### src/rtl/lc3_mem_pkg.sv
// lc3_mem_pkg: shared state, size and byte-enable definitions for the LC-3b memory interface
package lc3_mem_pkg;
  typedef enum logic [1:0] {IDLE, BUSY, DONE} state_t;
  localparam logic SIZE_BYTE = 1'b0;
  localparam logic SIZE_WORD = 1'b1;
  localparam logic [1:0] BE_WORD = 2'b11;
  localparam logic [1:0] BE_LO = 2'b01;
  localparam logic [1:0] BE_HI = 2'b10;
  function automatic logic [1:0] be_for(input logic size, input logic a0);
    return size == SIZE_WORD ? BE_WORD : (a0 ? BE_HI : BE_LO);
  endfunction
endpackage

### src/rtl/lc3_mem_timeout.sv
// lc3_mem_timeout: busy-cycle counter that flags a request waiting too long for its acknowledge
module lc3_mem_timeout #(
  parameter int TIMEOUT_CYCLES = 64,
  parameter int TO_W = $clog2(TIMEOUT_CYCLES + 1)
) (
  input  logic clk,
  input  logic rst,
  input  logic clr,
  input  logic en,
  output logic expire
);
  if (TIMEOUT_CYCLES == 0) begin : g_off
    logic unused;
    assign unused = &{1'b0, clk, rst, clr, en};
    assign expire = 1'b0;
  end else begin : g_on
    logic [TO_W-1:0] cnt;
    always_ff @(posedge clk) begin
      if (rst || clr) cnt <= '0;
      else if (en) cnt <= cnt + 1'b1;
    end
    assign expire = cnt == TO_W'(TIMEOUT_CYCLES - 1);
  end
endmodule

### src/rtl/lc3_mem_if.sv
// lc3_mem_if: MAR/MDR registers and single-outstanding request/ack memory access with R pulse
module lc3_mem_if
  import lc3_mem_pkg::*;
#(
  parameter int DATA_W = 16,
  parameter int TIMEOUT_CYCLES = 64,
  parameter int TO_W = $clog2(TIMEOUT_CYCLES + 1)
) (
  input  logic              clk,
  input  logic              rst,
  input  logic              ld_mar,
  input  logic              ld_mdr,
  input  logic              mio_en,
  input  logic              r_w,
  input  logic              data_size,
  input  logic [DATA_W-1:0] bus_in,
  output logic [DATA_W-1:0] mar_out,
  output logic [DATA_W-1:0] mdr_out,
  output logic              ready_r,
  output logic              unaligned,
  output logic              timeout,
  output logic              mem_req,
  output logic              mem_we,
  output logic [1:0]        mem_be,
  output logic [DATA_W-2:0] mem_addr,
  output logic [DATA_W-1:0] mem_wdata,
  input  logic [DATA_W-1:0] mem_rdata,
  input  logic              mem_ack
);
  state_t state;
  logic [DATA_W-1:0] mar, mdr;
  logic expire;
  assign mar_out = mar;
  assign mdr_out = mdr;
  assign mem_addr = mar[DATA_W-1:1];
  assign mem_wdata = mem_req ? mdr : '0;
  lc3_mem_timeout #(.TIMEOUT_CYCLES(TIMEOUT_CYCLES), .TO_W(TO_W)) u_timeout (
    .clk(clk),
    .rst(rst),
    .clr(state != BUSY),
    .en(state == BUSY && !mem_ack),
    .expire(expire)
  );
  always_ff @(posedge clk) begin
    if (rst) begin
      state <= IDLE;
      mar <= '0;
      mdr <= '0;
      mem_req <= 1'b0;
      mem_we <= 1'b0;
      mem_be <= 2'b00;
      ready_r <= 1'b0;
      unaligned <= 1'b0;
      timeout <= 1'b0;
    end else begin
      ready_r <= 1'b0;
      case (state)
        IDLE: begin
          if (ld_mar) mar <= bus_in;
          if (ld_mdr && !mio_en) mdr <= data_size == SIZE_BYTE ? {2{bus_in[DATA_W/2-1:0]}} : bus_in;
          if (mio_en) begin
            unaligned <= data_size == SIZE_WORD && mar[0];
            timeout <= 1'b0;
            if (data_size == SIZE_WORD && mar[0]) begin
              state <= DONE;
              ready_r <= 1'b1;
            end else begin
              state <= BUSY;
              mem_req <= 1'b1;
              mem_we <= r_w;
              mem_be <= be_for(data_size, mar[0]);
            end
          end
        end
        BUSY: begin
          if (mem_ack || expire) begin
            if (mem_ack && !mem_we) mdr <= mem_rdata;
            timeout <= !mem_ack;
            mem_req <= 1'b0;
            mem_we <= 1'b0;
            mem_be <= 2'b00;
            ready_r <= 1'b1;
            state <= DONE;
          end
        end
        default: state <= IDLE;
      endcase
    end
  end
endmodule

### config.mk
export PLATFORM = sky130hd
export DESIGN_NAME = lc3_mem_if
export DESIGN_NICKNAME = d
export VERILOG_FILES = /design/src/rtl/lc3_mem_pkg.sv /design/src/rtl/lc3_mem_timeout.sv /design/src/rtl/lc3_mem_if.sv
export SDC_FILE = /design/constraint.sdc
export NUM_CORES = 1
export LEC_CHECK = 0
export CAP_MARGIN = 20
export CORE_MARGIN = 1
export CORE_UTILIZATION = 44
export DETAILED_ROUTE_END_ITERATION = 8
export PLACE_DENSITY = 0.95
export SYNTH_ARGS = -nofsm -noshare
export SYNTH_HDL_FRONTEND = slang
export SYNTH_SLANG_ARGS = --single-unit
### constraint.sdc
create_clock -name clk -period 4.4 [get_ports clk]
set_clock_uncertainty 0.2 [all_clocks]
set_input_delay 0.44 -clock clk [delete_from_list [all_inputs] [get_ports clk]]
set_output_delay 0.44 -clock clk [all_outputs]
set_load 0.1 [all_outputs]
==> summary.md <==
| Metric | Value |
|---|---|
| Largest net degree at the start of global routing | `27` |
| Int Pwr | `about 0.00078 W` |
| CP Class | `register to primary output` |
| Net switching fraction of the power | `0.434` |
| Final setup violation count | `0` |
| Count leader, synth | `dfxtp_1` |
| Total gr overflow | `0` |
| Tightest Pin Transition | `0.993 ns` |
| Die ar. | `5490 sq um` |
| Ys async rst share | `0` |
| Post-cts sizing count | `0` |
| Die H | `74.1 um` |
| PortBufs | `109` |
| Max clock buf depth | `2` |
| Synth Register Bits | `48` |
| Maximum vdd drop | `around 0.28 mV` |
| WL/cell | `15.7 um` |
| DRC errors left | `0` |
| Area fraction of the dominant cell type after synthesis | `0.420` |
| Die X | `about 74 um` |
| Fin crit share | `0.652` |
| Psw | `roughly 0.0006 W` |
| Top post-synthesis cells by area | `dfxtp_1 (42%), mux2i_1 (7.4%), a21oi_1 (6.6%)` |
| GPL Wtd Cong | `about 0.84` |
| Top cells by count, synth | `dfxtp_1 (48), nand2_1 (39), nor2_1 (32), a21oi_1 (30)` |
| Lkg Pwr | `around 1.3 nW` |
| Ant diodes | `0` |
| Vias after detailed routing | `around 2300` |
| Logic pwr share | `0.405` |
| TNS Setup | `0 ns` |
| Fmax | `349 MHz` |
| # nets final | `between 400 and 500` |
| Ys flop type | `dfxtp_1` |
| Clock Pin Slew Worst Setup and Hold Paths | `0.09 ns` |
| Share of layout cells above drive strength 1 | `0.0385` |
| Cts hold-fix bufs | `0` |
| Core Box Area | `roughly 4800 sq um` |
| Clock Latency Late Sink | `0.31 ns` |
| Placed wire-length estimate | `5.05 mm` |
| DRT antenna net count | `0` |
| Initial antenna violation count | `0` |
| Clk pwr share | `0.233` |
| Mapped Nets | `around 320` |
| Final Total Pwr | `0.00137 W` |
| Post-synth EDFFs | `0` |
| Global-route wire length before repair | `10.4 mm` |
| Mapped Avg Cell Area | `about 8.3 sq um` |
| Vias/cell | `5.23` |
| Critical Path Sink Type | `primary output` |
| Final Hold Viols | `0` |
| Hold Slack | `roughly 0.28 ns` |
| Sink Count | `48` |
| Synth cell types | `34` |
| Startpoint Class | `register` |
| DP Cell Count | `423` |
| Final core occ | `0.701` |
| H-Tree Depth | `2` |
| Fin cells | `431` |
| Clock Tree Root | `clkbuf_8` |
| Rows | `25` |
| Largest area contributor in the netlist | `dfxtp_1` |
| Crit-path max FO | `18` |
| Status | `completed` |
| HP Class | `register to register` |
| Slew HR | `0.336` |
| Critical path data required time | `about 3.8 ns` |
| Max cap viols | `0` |
| Slew Limit Fails | `0` |
| Cell area after synthesis | `2290 sq um` |
| Overall Global Routing Usage | `0.254` |
| 1st-pass router iterations | `4` |
| Io pins | `110` |
| Number of global-route vias before repair | `2170` |
| Gate Count Post-Synth | `276` |
| Layout Area Growth over Synthesis | `48.6%` |
| Sequential element share of the synthesized area | `0.420` |
| Starting density of the core | `0.472` |
| Warnings, synthesis | `0` |
| Reg power frac | `0.361` |
| Unrepaired setup endpoints after global routing | `false` |
| P per Cell Area | `between 400 and 500 nW/um^2` |
| Final wirelength | `a little under 7 mm` |
| Num CTS Buffers | `5` |
| Setup Buffers After CTS | `0` |
| Minimum clock period after layout | `2.87 ns` |
| Drt first-iter violations | `221` |
| WP data arrival | `2.23 ns` |
| CTS tree | `built` |
[layer usage]
metal,global-route usage,share of wire,vias up,routed length [um]
met5,0,0,-,0
met4,0.0983,0.024,0,165
met3,0.0596,0.074,17,499
met2,0.444,0.51,107,3430
met1,0.301,0.40,1032,2670
li1,-,-,1097,-
[worst max-delay path, cell delays in order, from the launching register on]
cell	delay (ns)
dfxtp_1	0.59
and2_1	0.20
clkdlybuf4s50_1	1.13
[sequential cells by signal (all words and copies together) (netlist names)]
name / flops
mem_req: 1
mem_be: 2
mem_we: 1
mar_out: 16
state: 2
u_timeout.g_on.cnt: 7
timeout: 1
mdr_out: 16
ready_r: 1
unaligned: 1
[path summary, 6_finish.rpt]
kind / startpoint / to / slack, ns / cells after the start
max reg2reg: state[0] / mdr_out[8] / 2.05 / 5
min: mar_out[2] / mar_out[2] / 0.28 / 2
max: mem_req / mem_wdata[1] / 1.53 / 2
min reg2reg: mar_out[2] / mar_out[2] / 0.28 / 2
[cell type report]
class	instances	area [sq um]
fill	351	1450
multi-input combinational	194	1130
timing repair buffer	111	1110
sequential	48	961
tap	67	83.8
clock buffer	5	68.8
clock inverter	3	42.5
inverter	3	11.3
[cell usage in the layout, fill, tap and decap left out, types with 3 or more instances in the layout]
cell type / instances
nand2_1: 39
nor2_1: 32
inv_1: 3
nand2b_1: 10
dfxtp_1: 48
and2_1: 17
mux2i_1: 17
xor2_1: 6
a21oi_1: 30
a211oi_1: 9
clkdlybuf4s50_1: 109
clkbuf_8: 5
o22ai_1: 8
[power groups by stage]
stage / Clock [W] / Combinational, W / Sequential (W)
3_3_place_gp: 0 / 0.000545 / 0.000503
6_report: 0.000320 / 0.000555 / 0.000496
5_1_grt: 0.000344 / 0.000577 / 0.000501
2_1_floorplan: 0 / 0.000221 / 0.000703
4_1_cts: 0.000323 / 0.000555 / 0.000496
3_5_place_dp: 0 / 0.000551 / 0.000505
[logic make-up (layout without fill, tap and decap cells)]
family,count (synthesis),in the layout,share of synthesized area
flip-flops,48,48,0.420
AND/OR/NAND/NOR,112,112,0.232
multiplexers,17,17,0.0744
XOR/XNOR,7,7,0.0268
AO/OA/AOI/OAI,57,57,0.153
buffers and inverters,34,122,0.0886
adder cells (fa/ha/maj),1,1,0.00547
[per-stage QoR]
step | setup slack, ns | area, sq um
finish | 1.53 | 3400
global route | 1.36 | 3400
CTS | 1.48 | 3400
detailed placement | 1.81 | 3290
global placement | 1.88 | 3290
floorplan | 1.72 | 2290
Note: power is estimated with default switching activity, not from simulation.
